$ cat src/rtl/q2_io_pkg.sv
// q2_io_pkg: shared definitions for the q2 console peripheral.
//   - LCD sequencer state encoding
//   - HD44780 init ROM and the slow (clear/home) opcodes
//   - helper deciding which wait period follows a word
package q2_io_pkg;

  typedef enum logic [2:0] {
    ST_INIT_DLY,
    ST_INIT,
    ST_IDLE,
    ST_SETUP,
    ST_PULSE,
    ST_WAIT
  } lcd_state_t;

  localparam int         WORD_W   = 9;   // {is_cmd, data[7:0]}
  localparam int         INIT_LEN = 4;
  localparam logic [7:0] OP_CLEAR = 8'h01;
  localparam logic [7:0] OP_HOME  = 8'h02;

  // Power-up sequence: 8-bit/2-line, display on, clear, entry mode increment.
  function automatic logic [7:0] init_rom(input logic [1:0] idx);
    case (idx)
      2'd0:    return 8'h38;
      2'd1:    return 8'h0C;
      2'd2:    return 8'h01;
      default: return 8'h06;
    endcase
  endfunction

  // Clear and home need the long execution time; everything else is fast.
  function automatic logic is_slow_cmd(input logic [WORD_W-1:0] word);
    return word[8] && ((word[7:0] == OP_CLEAR) || (word[7:0] == OP_HOME));
  endfunction

endpackage

$ cat src/rtl/q2_io_fifo.sv
// q2_io_fifo: synchronous FIFO for queued LCD words.
//   clk, rst      clock, synchronous active-high reset
//   push, din     write request and data (accepted when not full, or when
//                 a pop happens in the same cycle)
//   pop, dout     read request and head-of-queue data (first-word fall-through)
//   full, empty   status from the extra pointer MSB
module q2_io_fifo #(
  parameter int WIDTH = 9,
  parameter int DEPTH = 4
) (
  input  logic             clk,
  input  logic             rst,
  input  logic             push,
  input  logic [WIDTH-1:0] din,
  input  logic             pop,
  output logic [WIDTH-1:0] dout,
  output logic             full,
  output logic             empty
);

  localparam int AW = $clog2(DEPTH);

  logic [AW:0]      wr_ptr;
  logic [AW:0]      rd_ptr;
  logic [WIDTH-1:0] mem [DEPTH];
  logic             do_push;
  logic             do_pop;

  assign empty   = (wr_ptr == rd_ptr);
  assign full    = (wr_ptr[AW] != rd_ptr[AW]) && (wr_ptr[AW-1:0] == rd_ptr[AW-1:0]);
  assign do_pop  = pop & ~empty;
  assign do_push = push & (~full | do_pop);
  assign dout    = mem[rd_ptr[AW-1:0]];

  // NOTE: sequential state uses non-blocking assignments so every register
  // samples the values from before the edge, independent of statement order.
  always_ff @(posedge clk) begin
    if (rst) begin
      wr_ptr <= '0;
      rd_ptr <= '0;
    end else begin
      if (do_push) wr_ptr <= wr_ptr + (AW+1)'(1);
      if (do_pop)  rd_ptr <= rd_ptr + (AW+1)'(1);
    end
  end

  // NOTE: the storage array is deliberately not reset; the pointers alone
  // define which entries are valid, and an unreset array maps to plain RAM.
  always_ff @(posedge clk) begin
    if (do_push) mem[wr_ptr[AW-1:0]] <= din;
  end

endmodule

$ cat src/rtl/q2_io_ctl.sv
// q2_io_ctl: memory-mapped console peripheral on the q2 CPU bus.
//   clk, rst          system clock, synchronous active-high reset
//   abus              CPU address; only ADDR is decoded here
//   dbus_in           write data; bit8 selects command (1) or character (0)
//   dbus_out/dbus_oe  read data {fifo_full, 3'b111, key_state}; oe = rdm & hit
//   rdm, wrm          read strobe, write strobe (one write per rising edge)
//   keys_n            raw active-low keypad lines (asynchronous)
//   lcd_rs/e/d        HD44780 8-bit interface
//   overflow          sticky flag, set when a write is dropped on a full queue
module q2_io_ctl
  import q2_io_pkg::*;
#(
  parameter logic [11:0] ADDR       = 12'hFFF,
  parameter int          FIFO_DEPTH = 4,
  parameter int          SETUP_CYC  = 1,
  parameter int          E_CYC      = 4,
  parameter int          CHAR_WAIT  = 4,
  parameter int          CMD_WAIT   = 160,
  parameter int          INIT_WAIT  = 1500,
  parameter int          DEB_CYC    = 200
) (
  input  logic        clk,
  input  logic        rst,
  input  logic [11:0] abus,
  input  logic [11:0] dbus_in,
  output logic [11:0] dbus_out,
  output logic        dbus_oe,
  input  logic        rdm,
  input  logic        wrm,
  input  logic [7:0]  keys_n,
  output logic        lcd_rs,
  output logic        lcd_e,
  output logic [7:0]  lcd_d,
  output logic        overflow
);

  localparam int CW = 16;                   // covers every timing parameter
  localparam int DW = $clog2(DEB_CYC) + 1;

  // ---------------- bus write capture ----------------
  logic              wrm_q;
  logic              wr_evt;
  logic              fifo_pop;
  logic              fifo_full;
  logic              fifo_empty;
  logic [WORD_W-1:0] fifo_dout;
  logic              unused_hi_bits;

  assign wr_evt         = wrm & ~wrm_q & (abus == ADDR);
  assign unused_hi_bits = ^dbus_in[11:9];

  always_ff @(posedge clk) begin
    if (rst) begin
      wrm_q    <= 1'b1;   // a strobe already high at reset release is not a write
      overflow <= 1'b0;
    end else begin
      wrm_q <= wrm;
      // A pop in the same cycle frees a slot, so the push is not dropped.
      if (wr_evt && fifo_full && !fifo_pop) overflow <= 1'b1;
    end
  end

  q2_io_fifo #(
    .WIDTH (WORD_W),
    .DEPTH (FIFO_DEPTH)
  ) u_fifo (
    .clk   (clk),
    .rst   (rst),
    .push  (wr_evt),
    .din   (dbus_in[8:0]),
    .pop   (fifo_pop),
    .dout  (fifo_dout),
    .full  (fifo_full),
    .empty (fifo_empty)
  );

  // ---------------- keypad debounce ----------------
  logic [7:0]    sync1;
  logic [7:0]    sync2;
  logic [7:0]    cand;
  logic [7:0]    key_state;
  logic [DW-1:0] deb_cnt;

  always_ff @(posedge clk) begin
    if (rst) begin
      sync1     <= 8'hFF;
      sync2     <= 8'hFF;
      cand      <= 8'hFF;
      key_state <= 8'hFF;
      deb_cnt   <= '0;
    end else begin
      sync1 <= keys_n;
      sync2 <= sync1;
      if (sync2 != cand) begin
        cand    <= sync2;
        deb_cnt <= '0;
      end else if (deb_cnt < DW'(DEB_CYC - 1)) begin
        deb_cnt <= deb_cnt + DW'(1);
      end
      // Accept on the edge where the counter reaches DEB_CYC-1 (and stay
      // accepted while it sits saturated).
      if ((sync2 == cand) && (deb_cnt >= DW'(DEB_CYC - 2))) key_state <= cand;
    end
  end

  assign dbus_oe  = rdm & (abus == ADDR);
  assign dbus_out = {fifo_full, 3'b111, key_state};

  // ---------------- LCD sequencer ----------------
  lcd_state_t        state_q, state_d;
  logic [CW-1:0]     cnt_q, cnt_d;
  logic [2:0]        rom_q, rom_d;
  logic [WORD_W-1:0] word_q, word_d;
  logic              e_q, e_d;

  // NOTE: every output of this block gets a default before the case, so no
  // path leaves a signal unassigned and no latch is inferred.
  always_comb begin
    state_d  = state_q;
    cnt_d    = cnt_q + CW'(1);
    rom_d    = rom_q;
    word_d   = word_q;
    fifo_pop = 1'b0;
    case (state_q)
      ST_INIT_DLY: begin
        if (cnt_q == CW'(INIT_WAIT - 1)) begin
          state_d = ST_INIT;
          cnt_d   = '0;
        end
      end
      ST_INIT: begin
        word_d  = {1'b1, init_rom(rom_q[1:0])};
        rom_d   = rom_q + 3'd1;
        state_d = ST_SETUP;
        cnt_d   = '0;
      end
      ST_IDLE: begin
        cnt_d = '0;
        if (!fifo_empty) begin
          fifo_pop = 1'b1;
          word_d   = fifo_dout;
          state_d  = ST_SETUP;
        end
      end
      ST_SETUP: begin
        if (cnt_q == CW'(SETUP_CYC - 1)) begin
          state_d = ST_PULSE;
          cnt_d   = '0;
        end
      end
      ST_PULSE: begin
        if (cnt_q == CW'(E_CYC - 1)) begin
          state_d = ST_WAIT;
          cnt_d   = '0;
        end
      end
      ST_WAIT: begin
        if (cnt_q == (is_slow_cmd(word_q) ? CW'(CMD_WAIT - 1) : CW'(CHAR_WAIT - 1))) begin
          state_d = (rom_q == 3'(INIT_LEN)) ? ST_IDLE : ST_INIT;
          cnt_d   = '0;
        end
      end
      default: begin
        state_d = ST_INIT_DLY;
        cnt_d   = '0;
      end
    endcase
    // E is registered from the next state so the strobe is glitch-free.
    e_d = (state_d == ST_PULSE);
  end

  always_ff @(posedge clk) begin
    if (rst) begin
      state_q <= ST_INIT_DLY;
      cnt_q   <= '0;
      rom_q   <= '0;
      word_q  <= {1'b1, 8'h00};   // rs=0, d=0 while nothing has been sent
      e_q     <= 1'b0;
    end else begin
      state_q <= state_d;
      cnt_q   <= cnt_d;
      rom_q   <= rom_d;
      word_q  <= word_d;
      e_q     <= e_d;
    end
  end

  assign lcd_e  = e_q;
  assign lcd_rs = ~word_q[8];
  assign lcd_d  = word_q[7:0];

endmodule

$ cat config.mk
export PLATFORM = sky130hd
export DESIGN_NAME = q2_io_ctl
export DESIGN_NICKNAME = d
export VERILOG_FILES = /design/src/rtl/q2_io_pkg.sv /design/src/rtl/q2_io_fifo.sv /design/src/rtl/q2_io_ctl.sv
export SDC_FILE = /design/constraint.sdc
export NUM_CORES = 1
export LEC_CHECK = 0
export BUFFER_PORTS_ARGS = -buffer_cell sky130_fd_sc_hd__buf_2
export CAP_MARGIN = 40
export CORE_MARGIN = 2
export CORE_UTILIZATION = 40
export CTS_CLUSTER_SIZE = 40
export DETAILED_ROUTE_END_ITERATION = 6
export PLACE_DENSITY_LB_ADDON = 0.2
export SYNTH_ARGS = -nofsm -noshare
export SYNTH_HDL_FRONTEND = slang
export SYNTH_HIERARCHICAL = 1
export SYNTH_SLANG_ARGS = --single-unit
$ cat constraint.sdc
create_clock -name clk -period 2.2 [get_ports clk]
set_input_delay 0.22 -clock clk [delete_from_list [all_inputs] [get_ports clk]]
set_output_delay 0.22 -clock clk [all_outputs]
set_load 0.01 [all_outputs]
==> reports/summary.txt <==
Status -> finished clean
Setup violators final -> 0
Area of the multi-input gates -> 2280 sq um
Setup TNS -> 0 ns
Post-DP HPWL -> 6890 um
Area grow syn2layout -> 20.9%
Final Cycle Share -> 0.898
Critical path endpoint category -> register
Crit path DAT -> 2.30 ns
CTS tree -> done
Critical path class -> register to register
ANT nets after route -> 0
Worst slew pin tran -> 0.600 ns
Maximum clock insertion buffer count -> 2
Sink Count -> 119
Core Rows -> 41
Predominant post-synthesis flop cell -> dfxtp_1
Worst vdd ir -> 596 uV
Post-synth ARST share -> 0
Synth Area per Inst -> 11.0 sq um
H-tree Lvls -> 4
Grt total ovfl -> 0
Min cycle time layout -> 1.97 ns
Largest net degree at the start of global routing -> 38
CP Max Fanout -> 5
Die width -> 119 um
Pre-Repair DR Iteration Count -> 5
Synth Instances -> 481
Mapped Area -> 5280 sq um
LEAKAGE -> 2.43 nW
Max-Cap Viols -> 0
Final wirelength -> 10,000 um
Max-slew violations -> 0
# DRC -> 0
Setup crit start kind -> register
Reg clk slew, reported paths -> 0.05 ns
Fin Hold WS -> 0.0170 ns
RSZ-0062 raised after global routing -> no
Fmax -> 506 MHz
Via count -> 3,586
Post-synth top area share -> 0.315
Routability cong. -> 0.816
Core area -> 12,800 sq um
Cts bufs inserted -> 17
Final hold vios -> 0
Layout cell share with drive strength beyond 1 -> 0.280
Initial antenna violation count -> 0
Min-Delay Path Class -> primary input to register
Yosys top cell by area -> dfxtp_1
Seq cells post-synth -> 119
PD cells -> 797 nW/um^2
Synth area leaders -> dfxtp_1, edfxtp_1, mux4_2, xor2_1, nor2_1
Clk root buf -> clkbuf_16
Vert. Die Dim -> 119 um
EDFF count, synth -> 36
Total power draw -> 5.09 mW
Vias in the first global route -> 3,594
Final nets -> 603
Routed length per instance -> 13.6 um
Distinct cells, synth -> 59
Max_slew headroom -> 0.596
Most frequent cell after synthesis -> dfxtp_1
Count of input and output buffers -> 53
Seq/Total Area, Yosys -> 0.519
Sequential cell area -> 2740 sq um
GRT Overall Usage -> 0.152
CP required -> 2.53 ns
Diodes inserted -> 0
Vias/cell -> 4.85
Ys Warns -> 6
Worst-Skew Late Latency -> 0.42 ns
Worst Clk Skew -> 0.00837 ns
Die area -> 14,100 sq um
Fillers -> 1,142
Global-route wire length before repair -> 16,800 um
Initial DRC Count -> 187
Ports -> 60
Synth cell count leaders -> dfxtp_1, nor2_1, edfxtp_1
Initial Util -> 0.413
[critical path, cell delays in order (launching register included)]
cell and delay, ns:
dfxtp_1 0.39, ha_1 0.19, nor4b_4 0.26, nand4_1 0.13, mux2_4 0.33, or3b_1 0.37, a221oi_2 0.21
[registers in the layout, indices dropped and copies added, names as in the netlist, 3 cells and up, named ones only]
name and cells:
key_state 8, u_fifo/wr_ptr 3, deb_cnt 9, state_q 3, word_q 9, cnt_q 16, rom_q 3, sync2 8
sync1 8, cand 8, u_fifo/mem 36, u_fifo/rd_ptr 3
[cells in the final DEF, fill, tap and decap left out, types with 10 or more instances in the layout]
cell type and instances:
inv_1 23, nor2_1 47, dfxtp_1 83, nand3_1 11, buf_4 20, or2_2 26
buf_2 53, edfxtp_1 36, a21oi_1 16, nand2_1 18, o21ai_0 10, nor3_1 19
xor2_1 21, ha_1 13, clkbuf_16 17, nand4_1 15
[path summary, 6_finish.rpt]
path / startpoint / to / slack [ns] / cells after the start
worst max-delay path: cnt_q[1] / state_q[1] / 0.23 / 6
worst min-delay path: dbus_in[2] / u_fifo/mem[2][2] / 0.02 / 1
worst max register to register: cnt_q[1] / state_q[1] / 0.23 / 6
worst min register to register: sync1[4] / sync2[4] / 0.40 / 1
[report_power, final]
group	leakage (nW)	total, mW	switching, mW	internal (mW)
clock	0.257	2.50	0.966	1.53
combinational	1.18	0.264	0.138	0.126
sequential	0.998	2.33	0.0281	2.30
[logic make-up after synthesis]
logic type	count (synthesis)	synth area share
simple gates	187	0.200
flops	119	0.519
compound gates	54	0.0765
buf+inv	54	0.0519
xor+xnor	33	0.0590
mux	20	0.0618
fa+ha+maj	13	0.0308
other cells	1	0.000710
[routing by layer]
| metal | share of wire | GRT usage | vias to the layer above |
|---|---|---|---|
| met3 | 0.036 | 0.0551 | 27 |
| met4 | 0.023 | 0.0722 | 0 |
| met1 | 0.45 | 0.180 | 1668 |
| met5 | 0 | 0 | - |
| met2 | 0.49 | 0.246 | 64 |
| li1 | - | - | 1827 |
[area by class of cell]
type	count	area share
clock buffer	18	0.0672
clock inverter	14	0.0172
inverter	23	0.0135
multi-input combinational	310	0.356
sequential	119	0.430
tap	172	0.0337
timing repair buffer	83	0.0823
[timing repair]
| action | 4_1_cts | 5_1_grt |
|---|---|---|
| buffers inserted | 0 | 0 |
| resized for setup | 0 | 3 |
| hold buffers | 9 | 0 |
| endpoints found under the hold margin | 9 | 0 |
| endpoints found under the setup margin | 0 | 27 |
[through the flow]
step / setup WS (ns) / cell area [sq um] / std cells / util
finish: 0.225 / 6380 / 739 / 0.500
global route: 0.0586 / 6380 / 739 / 0.500
CTS: 0.0687 / 6380 / 739 / 0.500
detailed placement: 0.0953 / 5750 / 698 / 0.450
global placement: 0.143 / 5750 / 698 / 0.450
floorplan: 0.144 / 5290 / 483 / -
Note: power is estimated with default switching activity, not from simulation.
